`src/rtl/byte_loader.sv`:
```
// Stream-to-RAM frame loader: parses an address/count header from a byte stream
// and writes the following big-endian 16-bit words to consecutive RAM addresses.
module byte_loader #(
    parameter int unsigned adr_width = 11
) (
    input  logic        sys_clk,
    input  logic        sys_rst,
    input  logic [7:0]  in_data,
    input  logic        in_valid,
    output logic        in_ready,
    input  logic        abort,
    output logic [15:0] mem_a,
    output logic [15:0] mem_do,
    output logic        mem_we,
    output logic        busy,
    output logic        done,
    output logic [15:0] checksum
);

    typedef enum logic [2:0] {
        SAddrHi,
        SAddrLo,
        SCntHi,
        SCntLo,
        SDataHi,
        SDataLo,
        SWrite,
        SDone
    } state_e;

    // Even byte addresses inside the RAM window only.
    localparam logic [31:0] AddrSpan = (32'd1 << adr_width) - 32'd1;
    localparam logic [15:0] AddrMask = AddrSpan[15:0] & 16'hFFFE;

    state_e      state_q, state_d;
    logic [15:0] addr_q, addr_d;
    logic [15:0] cnt_q, cnt_d;
    logic [7:0]  hi_q, hi_d;
    logic [15:0] mem_a_q, mem_a_d;
    logic [15:0] mem_do_q, mem_do_d;
    logic [15:0] sum_q, sum_d;
    logic        accept;

    assign in_ready = (state_q != SWrite) && (state_q != SDone);
    assign busy     = (state_q != SAddrHi);
    assign mem_we   = (state_q == SWrite) && !abort;
    assign done     = (state_q == SDone) && !abort;
    assign mem_a    = mem_a_q;
    assign mem_do   = mem_do_q;
    assign checksum = sum_q;
    assign accept   = in_valid && in_ready;

    always_comb begin
        state_d  = state_q;
        addr_d   = addr_q;
        cnt_d    = cnt_q;
        hi_d     = hi_q;
        mem_a_d  = mem_a_q;
        mem_do_d = mem_do_q;
        sum_d    = sum_q;
        if (abort) begin
            state_d = SAddrHi;
        end else begin
            unique case (state_q)
                SAddrHi: if (accept) begin
                    addr_d  = {in_data, 8'h00};
                    sum_d   = 16'h0000;
                    state_d = SAddrLo;
                end
                SAddrLo: if (accept) begin
                    addr_d  = {addr_q[15:8], in_data} & AddrMask;
                    state_d = SCntHi;
                end
                SCntHi: if (accept) begin
                    cnt_d   = {in_data, 8'h00};
                    state_d = SCntLo;
                end
                SCntLo: if (accept) begin
                    cnt_d   = {cnt_q[15:8], in_data};
                    state_d = ({cnt_q[15:8], in_data} == 16'h0000) ? SDone : SDataHi;
                end
                SDataHi: if (accept) begin
                    hi_d    = in_data;
                    state_d = SDataLo;
                end
                SDataLo: if (accept) begin
                    mem_do_d = {hi_q, in_data};
                    mem_a_d  = addr_q;
                    state_d  = SWrite;
                end
                SWrite: begin
                    cnt_d   = cnt_q - 16'd1;
                    addr_d  = (addr_q + 16'd2) & AddrMask;
                    sum_d   = sum_q + mem_do_q;
                    state_d = (cnt_q == 16'd1) ? SDone : SDataHi;
                end
                SDone: state_d = SAddrHi;
            endcase
        end
    end

    always_ff @(posedge sys_clk or posedge sys_rst) begin
        if (sys_rst) begin
            state_q  <= SAddrHi;
            addr_q   <= 16'h0000;
            cnt_q    <= 16'h0000;
            hi_q     <= 8'h00;
            mem_a_q  <= 16'h0000;
            mem_do_q <= 16'h0000;
            sum_q    <= 16'h0000;
        end else begin
            state_q  <= state_d;
            addr_q   <= addr_d;
            cnt_q    <= cnt_d;
            hi_q     <= hi_d;
            mem_a_q  <= mem_a_d;
            mem_do_q <= mem_do_d;
            sum_q    <= sum_d;
        end
    end

endmodule
```
`config.mk`:
```
export PLATFORM = sky130hd
export DESIGN_NAME = byte_loader
export DESIGN_NICKNAME = d
export VERILOG_FILES = /design/src/rtl/byte_loader.sv
export SDC_FILE = /design/constraint.sdc
export NUM_CORES = 1
export LEC_CHECK = 0
export CORE_ASPECT_RATIO = 0.75
export CORE_UTILIZATION = 45
export DETAILED_ROUTE_END_ITERATION = 10
export DONT_BUFFER_PORTS = 1
export GPL_TIMING_DRIVEN = 0
export PLACE_DENSITY_LB_ADDON = 0.05
export SLEW_MARGIN = 20
export SYNTH_ARGS = -nofsm -noshare
export SYNTH_HDL_FRONTEND = slang
export SYNTH_SLANG_ARGS = --single-unit
```
`constraint.sdc`:
```
create_clock -name sys_clk -period 2.7 [get_ports sys_clk]
set_clock_uncertainty 0.05 [all_clocks]
set_input_delay 0.405 -clock sys_clk [delete_from_list [all_inputs] [get_ports sys_clk]]
set_output_delay 0.405 -clock sys_clk [all_outputs]
set_load 0.03 [all_outputs]
```
# Yosys cells after proc, flatten, opt, wreduce, memory -nomap -nowiden
# Cells that the tools add are included.
[word_totals] regBits=91 input_bits=12 output_inout_bits=52 elab_cells=72
[op_classes] n_addsub=3 eq_ne=20 muxes=17 bitwise=3 n_reduce_logical=20
[op_table] op="$pmux W16 S3" n=2
[op_table] op="$mux W16" n=3
[op_table] op="$pmux W16 S2" n=1
[op_table] op="$ne A3 B3 Y1 const B" n=8
[op_table] op="$pmux W3 S8" n=1
[op_table] op="$mux W3" n=7
[op_table] op="$add A16 B16 Y16" n=1
[op_table] op="$eq A16 B1 Y1 const B" n=1
[op_table] op="$logic_not A16 Y1" n=1
[op_table] op="$reduce_and A4 Y1" n=4
[op_table] op="$sub A16 B1 Y16 const B" n=1
[op_table] op="$eq A3 B3 Y1 const B" n=4
[op_table] op="$add A11 B2 Y11 const B" n=1
[op_table] op="$reduce_and A3 Y1" n=3
[op_table] op="$reduce_bool A3 Y1" n=3
[op_table] op="$mux W8" n=1
[op_table] op="$ne A2 B2 Y1 const B" n=4
[op_table] op="$eq A3 B2 Y1 const B" n=2
[op_table] op="$reduce_and A6 Y1" n=1
[op_table] op="$logic_and A1 B1 Y1" n=4
[op_table] op="$mux W2" n=2
[op_table] op="$reduce_bool A2 Y1" n=2
[op_table] op="$eq A3 B1 Y1 const B" n=1
[op_table] op="$logic_not A3 Y1" n=1
[op_table] op="2 further kinds" n=4

# Depth between registers and ports, before layout
# Gate-level depths: netlist of run 1.
[logic_depth] ltp_word=6 depth_mapped=9 depth_no_buf=9

# Worst setup path after synthesis of run 1
# Ideal clock, no wire load.
[synth_timing] path_kind="flip-flop to flip-flop" from="reg mem_do_q[0], in the netlist mem_do[0]" to="reg sum_q[8], in the netlist checksum[8]" setup_ns=0.122 arrival_time_ns=2.219 required_ns=2.528 setup_slack_ns=0.310 path_stages_with_launch=10 path_buffers=0 period_less_slack_ns=2.390 cell_sequence="dfrtp_1 ha_1 inv_1 fa_1 nor2b_4 o31ai_2 a21oi_2 o21a_1 or3_1 a32o_1"
[synth_via] elab_chain_len=2
[synth_rtl] element="start, declared" line_no="40" source="logic [15:0] mem_do_q, mem_do_d;"
[synth_rtl] element="start signal, assigned" line_no="117" source="mem_do_q <= mem_do_d;"
[synth_rtl] element="$add A16 B16 Y16" line_no="94" source="sum_d = sum_q + mem_do_q;"
[synth_rtl] element="$pmux W16 S2" line_no="64" source="unique case (state_q)"
[synth_rtl] element="end signal, assigned" line_no="118" source="sum_q <= sum_d;"
[synth_rtl] element="end, declared" line_no="41" source="logic [15:0] sum_q, sum_d;"
# No other way between the ends.
# A chain may end at the register's enable or synchronous reset.

# Worst setup path after layout of run 1
[layout_timing] from="reg sum_q[0], in the netlist checksum[0]" to="reg sum_q[14], in the netlist checksum[14]"
[layout_via] elab_chain_len=2
[layout_rtl] element="$add A16 B16 Y16" line_no="94"
[layout_rtl] element="$pmux W16 S2" line_no="64"
# No other way between the ends.

==> results.json, run 1 <==
{
  "grt_pass1_vias": 3770,
  "fin_crit_sh_pct": 97.45,
  "dieArea_um2": 11250,
  "htreeDepth": 3,
  "hold_violations": 0,
  "synthFlopType": "dfrtp_1",
  "avgSynthCellArea_um2": 10.15,
  "worst_pin_slew_ns": 0.7250,
  "routed-via-count": 3931,
  "cts_tree": "done",
  "synth_edf_count": 0,
  "synth_area_leader_cell": "dfrtp_1",
  "setup_viol": 0,
  "synth_top_area_share_pct": 45.71,
  "crit_required_ns": 2.88,
  "drt_iter0_markers": 322,
  "placed_cells": 619,
  "netlist_area_um2": 4872,
  "async_flop_share_pct": 100.0,
  "syn_to_final_growth_pct": 12.40,
  "hold_start": "in_data[1]",
  "run_status": "finished, final reports clean",
  "post-route-min-period_ns": 2.631,
  "critPathLaunchType": "flop",
  "first_pass_iters": 5,
  "antenna_cells": 0,
  "r2r-end": "checksum[14]",
  "synth_seq_cells": 89,
  "grtUsageTotal_pct": 24.43,
  "via_per_inst": 6.181,
  "drv_cap": 0,
  "cts_setup_buffers": 0,
  "setup.worst_path.end_class": "flop",
  "power_leakage_nw": 2.544,
  "r2r.worst_path.cells": 9,
  "vdd_ir_drop_max_uv": 305.6,
  "gp_congestion": 0.8535,
  "clk_latency_ns": 0.34,
  "cts-root-buf": "clkbuf_16",
  "slew_viol_final": 0,
  "overflow": 0,
  "regToRegSetupSlack_ns": 0.07,
  "yosys_warnings": 0,
  "port_buffers": 0,
  "register_area_um2": 2227,
  "synth_area_leaders": "dfrtp_1 (46%), mux2_2 (8.8%), ha_1 (4.6%)",
  "fill_cells": 932,
  "design_area_um2": 5477,
  "fmax_mhz": 380.1,
  "nets": 526,
  "dp_hpwl_um": 9222,
  "final_cells": 636,
  "arrival_ns": 2.81,
  "rows": 32,
  "die_y_um": 92.12,
  "drive_gt1_share_pct": 17.80,
  "multi_input_area_um2": 2519,
  "hp-class": "input port to flop",
  "ios": 64,
  "synth_nets": 511,
  "core_um2": 10410,
  "hold_ws_ns": 0.1297,
  "wl_um": 12980,
  "cts.sinks": 89,
  "ant_nets": 0,
  "synthCells": 480,
  "ys_seq_area_share_pct": 45.71,
  "hold_end": "mem_do[1]",
  "grt_pass1_wl_um": 20580,
  "rr_startpoint": "checksum[0]",
  "ctsLongestPathBuffers": 2,
  "fin_total_pwr_w": 0.003469,
  "crit_fanout": 5,
  "holdPathStages": 2,
  "drc": 0,
  "fp.dieW_um": 122.2,
  "crit_type": "flop to flop",
  "grt_start_max_net_pins": 30,
  "antenna_found_initial": 0,
  "routed_wire_length_per_instance_um": 20.41,
  "yosysUniqueCellTypes": 69,
  "cts_buffers": 9,
  "initial_core_util_pct": 46.80,
  "placed_area_um2": 5114,
  "power_density_nw_per_um2": 633.4,
  "path_clk_slew_ns": 0.07,
  "slew_headroom_pct": 51.22
}
-- critical path, cell delays in order, from the launching register on --
cell	delay (ns)
dfrtp_1	0.54
ha_1	0.29
inv_1	0.08
fa_1	0.44
nor2b_4	0.17
o31ai_4	0.10
a2111oi_0	0.41
a211oi_1	0.11
xnor2_1	0.15
a22o_1	0.18
-- placed cells by master, fill, tap and decap left out, types with 10 or more instances in the layout --
cell type and instances:
a21oi_1 25, a22o_1 11, buf_2 10, clkbuf_1 10
dfrtp_1 89, ha_1 18, inv_1 11, mux2_2 38
nand2_1 31, nor2_1 31, o21ai_0 38, o21ai_1 24
-- what timing repair did --
action                                  CTS  global route
gates resized for setup                   2             2
endpoints found under the setup margin    1             4
hold buffers                              1             0
pin swaps                                 0             0
hold endpoints to repair                 16             0
-- how the worst max path moves through the flow --
stage                           start      endpoint  cells past startpoint
after floorplan             mem_do[0]   checksum[8]                      9
after global placement    checksum[0]  checksum[12]                      9
after detailed placement  checksum[0]  checksum[10]                      8
after CTS                 checksum[0]  checksum[10]                      8
after global routing      checksum[0]  checksum[14]                      9
final                     checksum[0]  checksum[14]                      9
-- flip-flops by register name, summed over array words and instances (netlist names) --
| signal | count |
|---|---|
| checksum | 16 |
| hi_q | 8 |
| addr_q | 15 |
| cnt_q | 16 |
| state_q | 3 |
| mem_a | 15 |
| mem_do | 16 |
-- cell usage after synthesis, types with 7 or more instances --
cell / instances
a22oi_1: 9
a22o_1: 11
a31oi_1: 9
mux2_2: 38
clkbuf_1: 11
a21oi_1: 25
inv_1: 12
nand3_1: 9
o21ai_0: 38
a21o_1: 8
nor3_1: 9
ha_1: 18
dfrtp_1: 89
xnor2_1: 7
buf_2: 10
nand2_1: 31
o21ai_1: 24
nor2_1: 31
-- cells by family (layout without fill, tap and decap cells) --
family	Yosys count	count (layout)	synth area share, %
compound gates	162	162	21.73
simple gates	126	126	13.92
flops	89	89	45.71
mux	39	39	8.988
buf+inv	36	56	3.107
fa+ha+maj	19	19	5.033
xor+xnor	8	8	1.438
other cells	1	1	0.07697
-- where the power goes --
| group | internal [W] | leakage (nW) | total (W) | switching [W] |
|---|---|---|---|---|
| clock network | 0.000823 | 0.158 | 0.00138 | 0.000560 |
| registers | 0.00146 | 1.21 | 0.00160 | 0.000141 |
| logic | 0.000184 | 1.18 | 0.000485 | 0.000301 |
| total | 0.00247 | 2.54 | 0.00347 | 0.00100 |
-- routing by layer --
| layer | GRT usage (%) | up-vias | wire (um) | share of wire, % |
|---|---|---|---|---|
| met5 | 0 | - | 0 | 0 |
| met4 | 6.606 | 0 | 172 | 1.3 |
| met3 | 6.405 | 15 | 1080 | 8.3 |
| met2 | 34.09 | 153 | 5448 | 42 |
| met1 | 36.84 | 1944 | 6277 | 48 |
| li1 | - | 1819 | - | - |
-- final cells by class --
class	instances	share of cell area (%)
flip-flops and latches	89	40.67
inverters	13	0.9596
clock buffers	9	4.112
plain buffers	23	1.896
clock inverters	7	1.851
multi-input cells	355	45.99
repair buffers	4	1.416
well taps	136	3.107
-- stage by stage --
stage | util, % | setup WS [ns] | TNS (ns)
after floorplan | - | 0.3096 | 0
after global placement | 48.47 | 0.04123 | 0
after detailed placement | 49.12 | 0.02990 | 0
after CTS | 52.43 | 0.01676 | 0
after global routing | 52.61 | -0.004584 | -0.004584
final | 52.61 | 0.06894 | 0
(Power assumes the default switching activity.)
==> run 2, diff against run 1 <==
--- a/config.mk
+++ b/config.mk
@@ -8,7 +8,6 @@
 export CORE_ASPECT_RATIO = 0.75
 export CORE_UTILIZATION = 45
 export DETAILED_ROUTE_END_ITERATION = 10
-export DONT_BUFFER_PORTS = 1
 export GPL_TIMING_DRIVEN = 0
 export PLACE_DENSITY_LB_ADDON = 0.05
 export SLEW_MARGIN = 20
==> run 2 against run 1 <==
Net effect: die area unchanged; combinational power up 19%; register-to-register slack better by 0.05 ns; total power down 4.6%; routed wire length down 0.39%; count of clock-buffer cells in the layout up 1; highest routed layer unchanged; critical endpoint is now checksum[12]; sequential power about the same; final area up 9.3%; critical path type unchanged; non-clock buffer count up 61; utilization up 4.9 points; critical path depth unchanged.
==> results.json, run 2 (synthesis results as in run 1) <==
{
  "rr_startpoint": "checksum[0]",
  "final_common_cell": "dfrtp_1",
  "fill_cells": 924,
  "worst-path-buf-inv": 1,
  "core_um2": 10410,
  "grt_start_max_net_pins": 34,
  "rsz0062_at_grt": "no",
  "port_buffers": 62,
  "antenna_found_initial": 0,
  "hold_violations": 0,
  "slew_headroom_pct": 52.40,
  "cts_buffers": 9,
  "cts-root-buf": "clkbuf_16",
  "final_cells": 697,
  "routed_wire_length_per_instance_um": 18.55,
  "setup.worst_path.end_class": "flop",
  "power_leakage_nw": 2.726,
  "overflow": 0,
  "r2r.worst_path.cells": 9,
  "syn_to_final_growth_pct": 22.88,
  "regToRegSetupSlack_ns": 0.12,
  "vdd_ir_drop_max_uv": 316.9,
  "wirelength_met1_um": 6444,
  "die_y_um": 92.12,
  "setup_tns_ns": 0,
  "ant_nets": 0,
  "fp.dieW_um": 122.2,
  "power_density_nw_per_um2": 552.6,
  "route.met2.wl_um": 5508,
  "critPathLaunchType": "flop",
  "arrival_ns": 2.76,
  "highest_layer": "met4",
  "placed_cells": 680,
  "utilization_pct": 57.51,
  "r2r-end": "checksum[12]",
  "crit_slowest_cell": "a211oi_1",
  "drv_cap": 0,
  "wl_um": 12930,
  "via_per_inst": 6.047,
  "drive_gt1_share_pct": 15.51,
  "max_stage_delay_ns": 0.56,
  "setup_viol": 0,
  "placed_area_um2": 5707,
  "fmax_mhz": 387.8,
  "design_area_um2": 5987,
  "drc": 0,
  "rows": 32,
  "clk_latency_ns": 0.34,
  "fin_crit_sh_pct": 95.51,
  "post-route-min-period_ns": 2.579,
  "grtUsageTotal_pct": 24.44,
  "dp_hpwl_um": 9247,
  "nets": 587,
  "grt_pass1_vias": 3937,
  "crit_family": "compound AO/OA/AOI/OAI gates",
  "crit_fanout": 5,
  "route.met3.wl_um": 793,
  "hp-class": "input port to async pin",
  "fin_total_pwr_w": 0.003308,
  "dieArea_um2": 11250,
  "mostFrequentLayoutCells": "dfrtp_1 (89), clkdlybuf4s50_1 (60), mux2_2 (38), o21ai_0 (38)",
  "htreeDepth": 3,
  "path_clk_slew_ns": 0.07,
  "crit_type": "flop to flop",
  "cts.sinks": 89,
  "routed-via-count": 4215,
  "gp_congestion": 0.8785,
  "worst_pin_slew_ns": 0.7075,
  "ios": 64,
  "crit_required_ns": 2.88,
  "initial_core_util_pct": 46.80,
  "cts_tree": "done",
  "antenna_cells": 0,
  "run_status": "finished, final reports clean",
  "path_cells": "ha_1, inv_1, fa_1, nor2b_4, o31ai_2, a211oi_1, o41ai_2, xnor2_1, a22o_1",
  "drt_iter0_markers": 306,
  "grt_pass1_wl_um": 20840,
  "ctsLongestPathBuffers": 2,
  "first_pass_iters": 5,
  "slew_viol_final": 0
}
run 2: timing repair:
| item | CTS | global route |
|---|---|---|
| setup endpoints to repair | 2 | 1 |
| hold endpoints to repair | 0 | 0 |
| hold buffers | 0 | 0 |
| resized for setup | 4 | 2 |
| pin swaps | 1 | 0 |
| buffers inserted | 1 | 0 |
run 2: layout make-up:
type                    instances  area, um^2  share of cell area [%]
inverters                      13       52.55                  0.8777
clock inverters                 6       42.54                  0.7106
flip-flops and latches         89        2227                   37.20
repair buffers                 65       661.9                   11.06
well taps                     136       170.2                   2.842
multi-input cells             355        2500                   41.76
plain buffers                  23       103.9                   1.735
clock buffers                  10       229.0                   3.824
run 2: worst max-delay path by stage:
stage | cells after the start | slack, ns | endpoint | startpoint
floorplan | 9 | 0.31 | checksum[8] | mem_do[0]
global placement | 5 | -0.78 | mem_we | abort
detailed placement | 5 | -0.76 | mem_we | abort
CTS | 5 | 0.06 | mem_we | abort
global route | 9 | 0.08 | checksum[12] | checksum[0]
finish | 9 | 0.12 | checksum[12] | checksum[0]
run 2: worst register-to-register path, stage by stage (launching register included):
cell and delay, ns:
dfrtp_1 0.39, ha_1 0.23, inv_1 0.07, fa_1 0.45, nor2b_4 0.15, o31ai_2 0.12, a211oi_1 0.56, o41ai_2 0.14
xnor2_1 0.14, a22o_1 0.18
run 2: report_power, final:
group          total [W]  leakage (nW)  internal [W]  switching (W)
Clock            0.00116         0.129      0.000626       0.000532
Sequential       0.00157          1.21       0.00146       0.000112
Combinational   0.000578          1.39      0.000222       0.000356
Total            0.00331          2.73       0.00231        0.00100
run 2: through the flow:
step,setup WS (ns),hold WS (ns)
after floorplan,0.3096,0.4000
after global placement,-0.7849,0.4160
after detailed placement,-0.7575,0.4285
after CTS,0.06333,0.4464
after global routing,0.07524,0.4601
final,0.1212,0.4394
run 2: per-layer routing:
| layer | vias up | GRT usage [%] |
|---|---|---|
| met5 | - | 0 |
| met4 | 0 | 6.606 |
| met3 | 18 | 5.784 |
| met2 | 155 | 35.17 |
| met1 | 2081 | 36.37 |
| li1 | 1961 | - |
==> run 3, diff against run 2 <==
--- a/config.mk
+++ b/config.mk
@@ -10,6 +10,7 @@
 export DETAILED_ROUTE_END_ITERATION = 10
 export GPL_TIMING_DRIVEN = 0
 export PLACE_DENSITY_LB_ADDON = 0.05
+export SKIP_CTS_REPAIR_TIMING = 1
 export SLEW_MARGIN = 20
 export SYNTH_ARGS = -nofsm -noshare
 export SYNTH_HDL_FRONTEND = slang
==> run 3 against run 2 <==
Net effect: clock power is essentially flat; final cell count is the same; die area is the same; routed wire length is essentially flat; hold slack gained 0.0027 ns; first-iteration DRC count shrank 5.2%; combinational power is essentially flat; sequential cell count is the same; highest routed layer unchanged.
==> results.json, run 3 (synthesis results as in run 1) <==
{
  "first_pass_iters": 5,
  "grtUsageTotal_pct": 24.36,
  "die_y_um": 92.12,
  "crit_fanout": 5,
  "port_buffers": 62,
  "grt_pass1_vias": 3923,
  "drc": 0,
  "drv_cap": 0,
  "gp_congestion": 0.8785,
  "ctsLongestPathBuffers": 2,
  "crit_required_ns": 2.88,
  "drive_gt1_share_pct": 15.69,
  "setup.worst_path.end_class": "flop",
  "pre_cts_slack_ns": -0.7575,
  "crit_slowest_cell": "a211oi_1",
  "power_density_nw_per_um2": 552.7,
  "rsz0062_at_grt": "no",
  "htreeDepth": 3,
  "worst_pin_slew_ns": 0.7321,
  "run_status": "finished, final reports clean",
  "max_stage_delay_ns": 0.57,
  "ant_nets": 0,
  "antenna_found_initial": 0,
  "fin_crit_sh_pct": 95.96,
  "dieArea_um2": 11250,
  "cts_tree": "done",
  "arrival_ns": 2.77,
  "slew_viol_final": 0,
  "final_common_cell": "dfrtp_1",
  "setup_viol": 0,
  "crit_type": "flop to flop",
  "cts-root-buf": "clkbuf_16",
  "wl_um": 12930,
  "drt_iter0_markers": 290,
  "path_cells": "ha_1, inv_1, fa_1, nor2b_4, o31ai_2, a211oi_1, o41ai_2, xnor2_1, a22o_1",
  "setup_tns_ns": 0,
  "nets": 587,
  "core_um2": 10410,
  "slew_headroom_pct": 50.74,
  "routed_wire_length_per_instance_um": 18.55,
  "post-route-min-period_ns": 2.591,
  "fp.dieW_um": 122.2,
  "cts_buffers": 9,
  "path_clk_slew_ns": 0.07,
  "grt_pass1_wl_um": 20780,
  "fmax_mhz": 385.9,
  "cts.sinks": 89,
  "clk_latency_ns": 0.33,
  "initial_core_util_pct": 46.80,
  "ios": 64,
  "layout_setup_ws_ns": 0.1090,
  "overflow": 0,
  "hp-class": "flop to flop",
  "dp_hpwl_um": 9247,
  "rows": 32,
  "critPathLaunchType": "flop",
  "power_leakage_nw": 2.741,
  "fill_cells": 922,
  "regToRegSetupSlack_ns": 0.11,
  "mostFrequentLayoutCells": "dfrtp_1 (89), clkdlybuf4s50_1 (60), mux2_2 (38), o21ai_0 (38)",
  "antenna_cells": 0,
  "vdd_ir_drop_max_uv": 319.4,
  "routed-via-count": 4226,
  "syn_to_final_growth_pct": 23.11,
  "grt_start_max_net_pins": 34,
  "via_per_inst": 6.063,
  "hold_violations": 0
}
[run 3: metal layers]
metal  vias up  routed length [um]  track usage [%]
met5         -                   0                0
met4         0                 172            6.606
met3        19                 724            5.784
met2       133                5505            35.08
met1      2117                6525            36.21
li1       1957                   -                -
[run 3: per-stage QoR]
stage	hold WS (ns)	total power [W]	area, um^2	instances	utilization, %
after floorplan	0.4000	0.001960	4876	480	-
after global placement	0.4160	0.002141	5667	678	54.44
after detailed placement	0.4285	0.002166	5707	680	54.82
after CTS	0.4464	0.003332	5978	696	57.43
after global routing	0.4601	0.003469	5998	697	57.62
final	0.4421	0.003316	5998	697	57.62
[run 3: power breakdown]
group | switching, W | internal [W]
Sequential | 0.000113 | 0.00146
Combinational | 0.000356 | 0.000222
Clock | 0.000538 | 0.000626
[run 3: critical path, delay by kind of cell, from the launching register on]
kind            cells  cell delay (ns)
simple gates        1             0.15
buf+inv             1             0.07
fa+ha+maj           2             0.68
compound gates      4             1.01
flops               1             0.39
xor+xnor            1             0.14
[run 3: final cells by class]
cell class	instances	area (um^2)	area share [%]
plain buffers	23	106.4	1.773
clock buffers	10	229.0	3.817
clock inverters	6	42.54	0.7092
inverters	13	52.55	0.8761
multi-input cells	355	2505	41.76
flip-flops and latches	89	2227	37.13
well taps	136	170.2	2.837
repair buffers	65	665.6	11.10
[run 3: path summary, 6_finish.rpt]
path / startpoint / to / depth (start not counted)
setup / recovery: checksum[0] / checksum[12] / 9
hold / removal: addr_q[15] / addr_q[15] / 2
setup reg to reg: checksum[0] / checksum[12] / 9
hold reg to reg: addr_q[15] / addr_q[15] / 2
max in group asynchronous: sys_rst / mem_a[1] / 4
min in group asynchronous: sys_rst / mem_do[0] / 2
